[src/rtl/br_resolve.sv]
// Branch resolution and bimodal prediction for the RV32I EX stage.
// Decides conditional branches, redirects fetch on a mispredict, flushes two stages, keeps statistics.
module br_resolve #(
  parameter int BHT_ENTRIES = 16
) (
  input  logic        i_clk,
  input  logic        i_reset,
  input  logic [31:0] i_if_pc,
  output logic        o_pred_taken,
  input  logic        i_ex_valid,
  input  logic        i_ex_branch,
  input  logic        i_ex_jump,
  input  logic [2:0]  i_ex_funct3,
  input  logic [31:0] i_ex_pc,
  input  logic [31:0] i_ex_target,
  input  logic        i_ex_pred_taken,
  output logic        o_br_un,
  input  logic        i_br_less,
  input  logic        i_br_equal,
  output logic        o_redirect,
  output logic [31:0] o_redirect_pc,
  output logic        o_flush,
  output logic [31:0] o_taken_cnt,
  output logic [31:0] o_mispred_cnt
);

  localparam int IDX_W = $clog2(BHT_ENTRIES);

  typedef enum logic [1:0] {
    IDLE   = 2'd0,
    FLUSH1 = 2'd1,
    FLUSH2 = 2'd2
  } state_e;

  state_e      state_q, state_d;
  logic [1:0]  bht_q [BHT_ENTRIES];
  logic [1:0]  bht_d [BHT_ENTRIES];
  logic [31:0] redirect_pc_q, redirect_pc_d;
  logic [31:0] taken_cnt_q, taken_cnt_d;
  logic [31:0] mispred_cnt_q, mispred_cnt_d;

  logic [IDX_W-1:0] if_idx;
  logic [IDX_W-1:0] ex_idx;
  logic [31:0]      fallthrough_pc;
  logic             legal_br;
  logic             cond_taken;
  logic             resolve;
  logic             actual_taken;
  logic             mispredict;
  logic             unused_if_pc;

  assign if_idx         = i_if_pc[IDX_W+1:2];
  assign ex_idx         = i_ex_pc[IDX_W+1:2];
  assign fallthrough_pc = i_ex_pc + 32'd4;
  assign unused_if_pc   = ^{i_if_pc[31:IDX_W+2], i_if_pc[1:0]};

  // Lookup reads the registered table, so a same-cycle update is not visible yet.
  assign o_pred_taken = bht_q[if_idx][1];
  assign o_br_un      = i_ex_funct3[1];

  always_comb begin
    legal_br   = (i_ex_funct3[2:1] != 2'b01);
    cond_taken = 1'b0;
    case (i_ex_funct3)
      3'b000:         cond_taken = i_br_equal;
      3'b001:         cond_taken = !i_br_equal;
      3'b100, 3'b110: cond_taken = i_br_less;
      3'b101, 3'b111: cond_taken = !i_br_less;
      default:        cond_taken = 1'b0;
    endcase
    resolve      = i_ex_valid && (state_q == IDLE) &&
                   (i_ex_jump || (i_ex_branch && legal_br));
    actual_taken = i_ex_jump || cond_taken;
    mispredict   = resolve && (actual_taken != i_ex_pred_taken);
  end

  always_comb begin
    bht_d         = bht_q;
    redirect_pc_d = redirect_pc_q;
    taken_cnt_d   = taken_cnt_q;
    mispred_cnt_d = mispred_cnt_q;
    // Only conditional branches train the table; jumps would pollute it.
    if (resolve && !i_ex_jump) begin
      if (cond_taken) begin
        if (bht_q[ex_idx] != 2'b11) bht_d[ex_idx] = bht_q[ex_idx] + 2'd1;
      end else begin
        if (bht_q[ex_idx] != 2'b00) bht_d[ex_idx] = bht_q[ex_idx] - 2'd1;
      end
    end
    if (resolve && actual_taken) taken_cnt_d = taken_cnt_q + 32'd1;
    if (mispredict) begin
      mispred_cnt_d = mispred_cnt_q + 32'd1;
      redirect_pc_d = actual_taken ? i_ex_target : fallthrough_pc;
    end
  end

  always_ff @(posedge i_clk) begin
    if (i_reset) begin
      for (int i = 0; i < BHT_ENTRIES; i++) bht_q[i] <= 2'b01;
      redirect_pc_q <= 32'd0;
      taken_cnt_q   <= 32'd0;
      mispred_cnt_q <= 32'd0;
    end else begin
      bht_q         <= bht_d;
      redirect_pc_q <= redirect_pc_d;
      taken_cnt_q   <= taken_cnt_d;
      mispred_cnt_q <= mispred_cnt_d;
    end
  end

  always_ff @(posedge i_clk) begin
    if (i_reset) state_q <= IDLE;
    else         state_q <= state_d;
  end

  always_comb begin
    state_d = state_q;
    case (state_q)
      IDLE:    if (mispredict) state_d = FLUSH1;
      FLUSH1:  state_d = FLUSH2;
      FLUSH2:  state_d = IDLE;
      default: state_d = IDLE;
    endcase
  end

  always_comb begin
    o_redirect = (state_q == FLUSH1);
    o_flush    = (state_q == FLUSH1) || (state_q == FLUSH2);
  end

  assign o_redirect_pc = redirect_pc_q;
  assign o_taken_cnt   = taken_cnt_q;
  assign o_mispred_cnt = mispred_cnt_q;

endmodule

[config.mk]
export PLATFORM = sky130hd
export DESIGN_NAME = br_resolve
export DESIGN_NICKNAME = d
export VERILOG_FILES = /design/src/rtl/br_resolve.sv
export SDC_FILE = /design/constraint.sdc
export NUM_CORES = 1
export LEC_CHECK = 0
export BUFFER_PORTS_ARGS = -buffer_cell sky130_fd_sc_hd__buf_4
export CORE_ASPECT_RATIO = 1.4
export CORE_UTILIZATION = 38
export CTS_CLUSTER_DIAMETER = 40
export DETAILED_ROUTE_END_ITERATION = 10
export SLEW_MARGIN = 20
export SYNTH_ARGS = -nofsm -noshare
export SYNTH_HDL_FRONTEND = slang
export SYNTH_SLANG_ARGS = --single-unit
[constraint.sdc]
create_clock -name i_clk -period 5.25 [get_ports i_clk]
set_input_delay 0.7875 -clock i_clk [delete_from_list [all_inputs] [get_ports i_clk]]
set_output_delay 0.7875 -clock i_clk [all_outputs]
set_load 0.01 [all_outputs]
After elaboration in Yosys (flattened, before gate mapping)
Cells that the tools add are included.
- bits in registers: 130
- input port bits: 107
- output and inout bits: 100
- word-level logic and storage cells: 79
- add/sub/neg operators: 5
- order comparisons: 3
- equality and inequality tests: 12
- mux-type cells: 17
- bitwise gates (word level): 2
- reduce and logical (&&, ||, !) cells: 20
- operators by type and width (kind ; count):
    32-bit 2-to-1 mux ; 4
    32-bit by 1-bit adder with 32-bit output (second input constant) ; 2
    32-bit bitwise mux ; 2
    32-bit by 3-bit adder with 32-bit output (second input constant) ; 1
    2-bit binary-select mux with 4-bit select ; 2
    3-bit == test (second input constant) ; 4
    2-bit 2-to-1 mux ; 6
    5-bit greater-or-equal comparator (second input constant) ; 2
    4-bit inverter with 5-bit output ; 2
    2-bit demux with 4-bit select ; 1
    1-bit logical AND ; 7
    5-bit by 1-bit < comparator with 1-bit output (second input constant) ; 1
    2-bit by 1-bit != test with 1-bit output (second input constant) ; 2
    2-bit != test (second input constant) ; 2
    1-bit one-hot mux with 4 select lines ; 1
    2-bit one-hot mux with 2 select lines ; 1
    2-bit nonzero test ; 2
    2-bit OR reduction ; 2
    3-bit by 1-bit == test with 1-bit output (second input constant) ; 1
    1-bit zero test ; 3
    3-bit zero test ; 1
    1-bit logical OR ; 3
    3-bit AND reduction ; 1
    2-bit by 1-bit adder with 2-bit output (second input constant) ; 1
    other kinds (5) ; 5

Longest topological paths before layout
Gate-level depths: netlist of the first run.
- depth in word-level cells: 8
- depth in mapped cells: 14
- gate-level depth less buffers: 10

Worst setup path before layout of the first run
OpenSTA, ideal clock, no wires.
- kind: input to register
- start point: input port i_ex_pc[3]
- end point: register (tool-made name)
- library setup time: 0.129 ns
- arrival time: 3.563 ns
- data required time: 5.121 ns
- slack: 1.557 ns
- stages on the path: 14
- buffers on the path: 4
- cell sequence: clkbuf_1 mux4_2 nand3_1 and3_1 clkbuf_1 inv_1 clkbuf_1 ha_1 inv_1 o32ai_1 clkbuf_1 nor4_1 mux2i_1 nand2_1
- RTL lines (what ; RTL line ; source):
    from (decl) ; 14 ; input logic [31:0] i_ex_pc,

Final worst setup path of the first run
- start point: input port i_ex_pc[2]
- end point: register bht_q[17] (netlist name)
- longest elaborated chain between the ends: 8
- elaborated cells between the ends (all ways): 21
- those cells by class: add/sub: 2; order compare: 2; eq/ne: 2; mux: 10; bitwise: 1; reduce/logical: 4
- RTL lines (what ; RTL line ; source):
    4-bit inverter with 5-bit output (implied by the code) * ; 85, 87 ;
    2-bit binary-select mux with 4-bit select, or another cell as far along ; 85, 87 ;
    2-bit 2-to-1 mux (implied by the code) / 1-bit logical AND (equally long branches) ; 85, 87 ;
    2-bit 2-to-1 mux (implied by the code) ; 85, 87 ;
    2-bit by 1-bit subtractor with 2-bit output, or another cell as far along ; 87 ; if (bht_q[ex_idx] != 2'b00) bht_d[ex_idx] = bht_q[ex_idx] - 2'd1;
    32-bit bitwise mux (on tied branches) ; 87, 85 ;
    32-bit 2-to-1 mux (on tied branches) ; 87, 85 ;
    32-bit 2-to-1 mux ; 84 ; if (cond_taken) begin
    to (signal assigned) ; 104 ; bht_q <= bht_d;
    to (decl) ; 36 ; logic [1:0] bht_q [BHT_ENTRIES];
Mark *: on every way between the ends. The rest lies on a longest branch, timed or not. The select of a mux whose other input is x is not followed.
A chain may end at the register's enable or synchronous reset.

==> results of run 1 <==
==> power groups by stage <==
| stage | combinational [mW] | clock, mW | sequential (mW) |
|---|---|---|---|
| 4_1_cts | 0.426 | 1.23 | 1.05 |
| 3_3_place_gp | 0.424 | 0 | 1.07 |
| 2_1_floorplan | 0.221 | 0 | 1.08 |
| 6_report | 0.422 | 1.20 | 1.05 |
| 5_1_grt | 0.462 | 1.28 | 1.05 |
| 3_5_place_dp | 0.424 | 0 | 1.07 |
==> synthesized netlist by cell type, types with 4 or more instances <==
cell type                   count  share of area
sky130_fd_sc_hd__dfxtp_1      130           0.36
sky130_fd_sc_hd__nand2_1       70          0.036
sky130_fd_sc_hd__nor2_1        65          0.034
sky130_fd_sc_hd__a21oi_1       47          0.033
sky130_fd_sc_hd__clkbuf_1      44          0.023
sky130_fd_sc_hd__nand3_1       44          0.030
sky130_fd_sc_hd__nand4_1       34          0.029
sky130_fd_sc_hd__or4_1         32          0.033
sky130_fd_sc_hd__nor4_1        27          0.023
sky130_fd_sc_hd__nor3_1        26          0.018
sky130_fd_sc_hd__o31ai_1       25          0.026
sky130_fd_sc_hd__mux2i_1       23          0.032
sky130_fd_sc_hd__xor2_1        23          0.028
sky130_fd_sc_hd__inv_1         21          0.011
sky130_fd_sc_hd__o21ai_0       20          0.014
sky130_fd_sc_hd__or3_1         17          0.015
sky130_fd_sc_hd__xnor2_1       17          0.021
sky130_fd_sc_hd__mux4_2        14          0.044
sky130_fd_sc_hd__and3_1        13          0.011
sky130_fd_sc_hd__nor2b_1       12          0.010
sky130_fd_sc_hd__a221o_1       11          0.015
sky130_fd_sc_hd__a31oi_1       11         0.0095
sky130_fd_sc_hd__ha_1          11          0.019
sky130_fd_sc_hd__a22oi_1       10          0.010
sky130_fd_sc_hd__buf_2          9         0.0062
sky130_fd_sc_hd__mux2_2         9          0.014
sky130_fd_sc_hd__and4_1         8         0.0097
sky130_fd_sc_hd__o22ai_1        7         0.0061
sky130_fd_sc_hd__o2bb2ai_1      4         0.0049
==> critical path: stages <==
cell and delay [ns]:
sky130_fd_sc_hd__buf_4 0.24, sky130_fd_sc_hd__mux4_2 0.56, sky130_fd_sc_hd__a22oi_1 0.18, sky130_fd_sc_hd__and3_1 0.38
sky130_fd_sc_hd__inv_1 0.31, sky130_fd_sc_hd__ha_1 0.31, sky130_fd_sc_hd__inv_1 0.05, sky130_fd_sc_hd__o32ai_1 0.08
sky130_fd_sc_hd__buf_4 0.21, sky130_fd_sc_hd__nor4_1 0.58, sky130_fd_sc_hd__mux2i_1 0.26, sky130_fd_sc_hd__nor2_1 0.05
==> layout make-up <==
type	instances	share of cell area
Tap cell	244	0.0328
Sequential cell	130	0.279
Clock inverter	11	0.0138
Multi-Input combinational cell	637	0.463
Timing Repair Buffer	188	0.152
Inverter	21	0.00847
Clock buffer	21	0.0505
==> per-layer routing <==
| metal | share of wire | track usage | vias to the layer above |
|---|---|---|---|
| met2 | 0.50 | 0.386 | 181 |
| li1 | - | - | 3502 |
| met3 | 0.043 | 0.0374 | 31 |
| met1 | 0.43 | 0.268 | 3370 |
| met5 | 0 | 0 | - |
| met4 | 0.022 | 0.0915 | 0 |
==> worst paths after layout <==
check                endpoint  slack, ns  cells past startpoint
min reg2reg  o_redirect_pc[3]       0.46                      2
min          o_redirect_pc[3]       0.46                      2
max                 bht_q[17]       1.51                     12
max reg2reg         bht_q[17]       1.88                     11
==> logic make-up after synthesis <==
logic type,after synthesis,share of synthesized area
XOR/XNOR,40,0.0485
flip-flops,130,0.360
buffers and inverters,78,0.0431
AND/OR/NAND/NOR,368,0.274
multiplexers,47,0.0911
AO/OA/AOI/OAI,171,0.164
adder cells (fa/ha/maj),11,0.0191
==> key figures, run 1 <==
Floorplan
  – Core area: 0.0186 sq mm
  – Overall die width: 119 microns
  – Die ar.: 0.0196 sq mm
  – Site row count: 59
  – Starting density of the core: 0.388
  – Number of top-level pins: 207
  – Y dimension of the die: 165 microns

Synthesis
  – Proportion of register bits with asynchronous set or reset after synthesis: 0
  – Synthesized netlist cell count: 845
  – Post-synth EDFFs: 0
  – Total of flip-flops plus latches after synthesis: 130
  – Number of library cell types mapped by synthesis: 62
  – Mapped Nets: 963
  – Post-Syn Area: 0.00722 sq mm
  – Top_reg_cell synth: sky130_fd_sc_hd__dfxtp_1
  – Sequential fraction of the synthesis area: 0.360
  – Warnings from Yosys: 0
  – Mean instance size in the synthesized netlist: 8.55 sq um

Critical path
  – Crit end category: register
  – CP Data Arrival Time: 4.02 ns
  – Critical path type: in2reg
  – Required @ worst endpoint: 5.54 ns
  – Kind of start point of the critical path: primary input
  – Maximum net fanout on the critical path: 16
  – Critical Path Start: i_ex_pc[2]

Timing
  – Fin crit period: 3.74 ns
  – Number of setup violations in the final report: 0
  – Pin slew with the least headroom to its limit: 0.997 ns
  – Post-route worst hold slack: 0.457 ns
  – Setup repair after global routing missed its margin: no
  – Final Hold Violating Endpoints: 0
  – Maximum clock skew at final layout: 0.00675 ns
  – Fmax: 268 MHz
  – Number of max-slew violations in the final report: 0
  – Worst max-slew margin expressed relative to the limit: 0.335
  – Ratio of final minimum period to clock period: 0.712
  – Final setup TNS: 0 ns
  – Setup slack after layout: 1.51 ns

Outcome
  – Result of the run: complete, no violations

Layout
  – Number of cells in the finished layout apart from fillers: 1252
  – Area used by multi-input combinational logic: 0.00431 sq mm
  – Area added between synthesis and finish: 29.0%
  – Commonest cells after routing, fill and taps aside: sky130_fd_sc_hd__buf_4 (188), sky130_fd_sc_hd__dfxtp_1 (130), sky130_fd_sc_hd__nand2_1 (70)
  – Share of final-layout standard cells stronger than drive strength 1: 0.253
  – Most common cell after layout, fill and taps aside: sky130_fd_sc_hd__buf_4
  – Net count reported at finish: 1113
  – Final cell area excluding filler cells: 0.00931 sq mm
  – # diodes: 0
  – Fill count: 1853
  – Final core utilization: 0.501
  – Sequential cell area: 0.00260 sq mm

Power and ir drop
  – Part of the power in combinational logic: 0.158
  – Fraction of power consumed by the clock network: 0.449
  – Leakage power total: 3.44 nW
  – Sequential share of power: 0.393
  – Switch share: 0.274
  – Highest ir drop seen on vdd: 0.238 mV
  – Cell-internal power: 1.94 mW
  – Pwr per Cell Area: 287 mW/mm^2
  – Switching power: 734 uW
  – Overall power consumption: 2.67 mW

Global routing
  – GRT Overall Usage: 0.221
  – First-pass GRT wire length: 34.3 mm
  – Global route total overflow: 0
  – Antenna violations before repair: 0
  – Maximum number of pins on one net before global-route repair: 61
  – Via count of the first global-routing pass: 6672

Clock tree
  – # resized after CTS: 0
  – Number of buffers on the longest clock path: 2
  – Number of buffers created by CTS: 17
  – TritonCTS clock tree: done
  – Latest clock arrival within the worst-skew pair: 0.42 ns
  – Clock input transition at the sequential cells of the worst setup and hold paths: 0.06 ns
  – Setup bufs post-CTS: 0
  – Number of levels in the clock H-tree: 4
  – CTS root buf: sky130_fd_sc_hd__clkbuf_16
  – Number of sinks driven by the clock tree: 130
  – Number of hold buffers added after cts: 0

Placed design
  – # placed instances: 1220
  – Estimated wirelength of the detail-placed design: 15.2 mm
  – Weighted congestion at the end of routability-driven global placement: 0.824
  – Area after DPL: 0.00871 sq mm
  – Worst setup slack before clock tree synthesis: 1.11 ns
  – Port bufs: 178

Drt
  – Total routed wirelength: 21.2 mm
  – Iteration-0 DRC count of the detailed router: 452
  – Vias per std cell: 5.66
  – ANT nets after route: 0
  – Total via count in the routed design: 7084
  – Pre-antenna DRT Iters: 5
  – Drc violations: 0
  – WL per Instance: 16.9 microns

Hold path
  – Launch instance of the worst min-delay path: o_redirect_pc[3]
  – Class of the worst hold path: reg2reg

Run
  – Max Cap Violations: 0
(Power assumes the default switching activity.)
==> run 2: changes to the inputs <==
Clock period 5.25 ns to 3.57 ns, I/O delays scaled along.
==> key figures, run 2 (synthesis results as in run 1) <==
Layout
  – Fill count: 1831
  – Final core utilization: 0.508
  – # diodes: 0
  – Sequential cell area: 0.00260 sq mm
  – Net count reported at finish: 1135
  – Share of final-layout standard cells stronger than drive strength 1: 0.269
  – Area added between synthesis and finish: 30.9%
  – Most common cell after layout, fill and taps aside: sky130_fd_sc_hd__buf_4
  – Commonest cells after routing, fill and taps aside: sky130_fd_sc_hd__buf_4 (210), sky130_fd_sc_hd__dfxtp_1 (130), sky130_fd_sc_hd__nand2_1 (70)
  – Area used by multi-input combinational logic: 0.00432 sq mm

Timing
  – Final Hold Violating Endpoints: 0
  – Maximum clock skew at final layout: 0.0105 ns
  – Fmax: 353 MHz
  – Worst max-slew margin expressed relative to the limit: 0.320
  – Number of setup violations in the final report: 0
  – Pin slew with the least headroom to its limit: 1.02 ns
  – Fin crit period: 2.84 ns
  – Ratio of final minimum period to clock period: 0.794
  – Final setup TNS: 0 ns
  – Setup repair after global routing missed its margin: no
  – Number of max-slew violations in the final report: 0

Critical path
  – Maximum net fanout on the critical path: 16
  – Critical path type: in2reg
  – Most frequent cell on the critical path: sky130_fd_sc_hd__buf_4
  – Highest-delay cell along the critical path: sky130_fd_sc_hd__mux4_2
  – Required @ worst endpoint: 3.87 ns
  – Cells along the critical path: buf_4 > mux4_2 > mux4_2 > ha_1 > inv_1 > o32ai_1 > buf_4 > nor4_1 > buf_4 > mux2i_1 > nor2_1
  – Delay of the slowest cell on the worst path: 0.55 ns
  – Kind of start point of the critical path: primary input
  – CP Data Arrival Time: 3.14 ns
  – Crit end category: register
  – Buffers plus inverters on the worst setup path: 4
  – Kind of cell with the highest combined delay on the critical path: multiplexers

Global routing
  – Via count of the first global-routing pass: 6651
  – Met1 Usage GRT: 0.269
  – Maximum number of pins on one net before global-route repair: 76
  – Grt met2 use: 0.389
  – Met3 capacity usage during global routing: 0.0402
  – First-pass GRT wire length: 34.4 mm
  – GRT Overall Usage: 0.221
  – Antenna violations before repair: 0
  – Global route total overflow: 0
  – Busiest metal layer after global routing: met2

Clock tree
  – # resized after CTS: 0
  – TritonCTS clock tree: done
  – Clock input transition at the sequential cells of the worst setup and hold paths: 0.06 ns
  – Number of sinks driven by the clock tree: 130
  – Number of hold buffers added after cts: 0
  – Setup bufs post-CTS: 0
  – Number of buffers on the longest clock path: 2
  – Latest clock arrival within the worst-skew pair: 0.43 ns
  – Number of levels in the clock H-tree: 4
  – Number of buffers created by CTS: 17
  – CTS root buf: sky130_fd_sc_hd__clkbuf_16

Drt
  – Pre-antenna DRT Iters: 5
  – Drc violations: 0
  – Vias per std cell: 5.64
  – Total routed wirelength: 21.5 mm
  – Iteration-0 DRC count of the detailed router: 494
  – WL per Instance: 16.9 microns
  – Total via count in the routed design: 7187
  – ANT nets after route: 0

Placed design
  – Port bufs: 178
  – Estimated wirelength of the detail-placed design: 15.5 mm
  – Weighted congestion at the end of routability-driven global placement: 0.836

Floorplan
  – Overall die width: 119 microns
  – Y dimension of the die: 165 microns
  – Number of top-level pins: 207
  – Core area: 0.0186 sq mm
  – Starting density of the core: 0.388
  – Site row count: 59
  – Die ar.: 0.0196 sq mm

Outcome
  – Result of the run: complete, no violations

Power and ir drop
  – Part of the power in combinational logic: 0.162
  – Leakage power total: 3.56 nW
  – Cell-internal power: 2.80 mW
  – Sequential share of power: 0.397
  – Fraction of power consumed by the clock network: 0.441
  – Switch share: 0.281
  – Switching power: 1.09 mW
  – Overall power consumption: 3.89 mW
  – Pwr per Cell Area: 411 mW/mm^2
  – Highest ir drop seen on vdd: 0.321 mV

Hold path
  – Class of the worst hold path: in2reg

Run
  – Max Cap Violations: 0
==> run 2: worst reg2reg max path: stages (launching register included) <==
cell and delay (ns):
sky130_fd_sc_hd__dfxtp_1 0.31, sky130_fd_sc_hd__inv_1 0.09, sky130_fd_sc_hd__ha_1 0.22, sky130_fd_sc_hd__o211ai_2 0.22, sky130_fd_sc_hd__or2_0 0.29, sky130_fd_sc_hd__or4_1 0.78, sky130_fd_sc_hd__nor3_1 0.36, sky130_fd_sc_hd__mux2_2 0.37
==> run 2: area by class of cell <==
type / count / area share
clock buffers: 19 / 0.0458
repair buffers: 210 / 0.167
clock inverters: 13 / 0.0146
well taps: 244 / 0.0323
inverters: 21 / 0.00834
flip-flops and latches: 130 / 0.275
multi-input cells: 637 / 0.457
==> run 2: worst paths after layout <==
kind                                        start           endpoint  slack, ns  depth (start not counted)
worst max-delay path                   i_ex_pc[2]          bht_q[13]       0.73                         11
worst min-delay path              i_ex_target[30]  o_redirect_pc[30]       0.33                          2
worst max register to register         state_q[1]  o_mispred_cnt[31]       0.83                          7
worst min register to register  o_redirect_pc[21]  o_redirect_pc[21]       0.45                          1
==> run 2: power groups by stage <==
stage | combinational [mW] | clock [mW] | sequential, mW
after floorplan | 0.325 | 0 | 1.59
after global placement | 0.628 | 0 | 1.57
after detailed placement | 0.630 | 0 | 1.58
after CTS | 0.632 | 1.76 | 1.54
after global routing | 0.686 | 1.81 | 1.55
final | 0.630 | 1.71 | 1.55
==> run 2: through the flow <==
| step | cells | setup slack [ns] | instance area [sq um] | hold WS (ns) |
|---|---|---|---|---|
| floorplan | 845 | 0.129 | 7220 | 0.436 |
| global placement | 1242 | 0.125 | 8880 | 0.437 |
| detailed placement | 1242 | 0.123 | 8880 | 0.446 |
| CTS | 1274 | 0.572 | 9450 | 0.313 |
| global route | 1274 | 0.524 | 9460 | 0.328 |
| finish | 1274 | 0.734 | 9460 | 0.332 |
==> run 2: routing by layer <==
| layer | wire [microns] | up-vias |
|---|---|---|
| met5 | 0 | - |
| met1 | 9400 | 3419 |
| met2 | 10800 | 191 |
| met4 | 435 | 0 |
| li1 | - | 3543 |
| met3 | 850 | 34 |
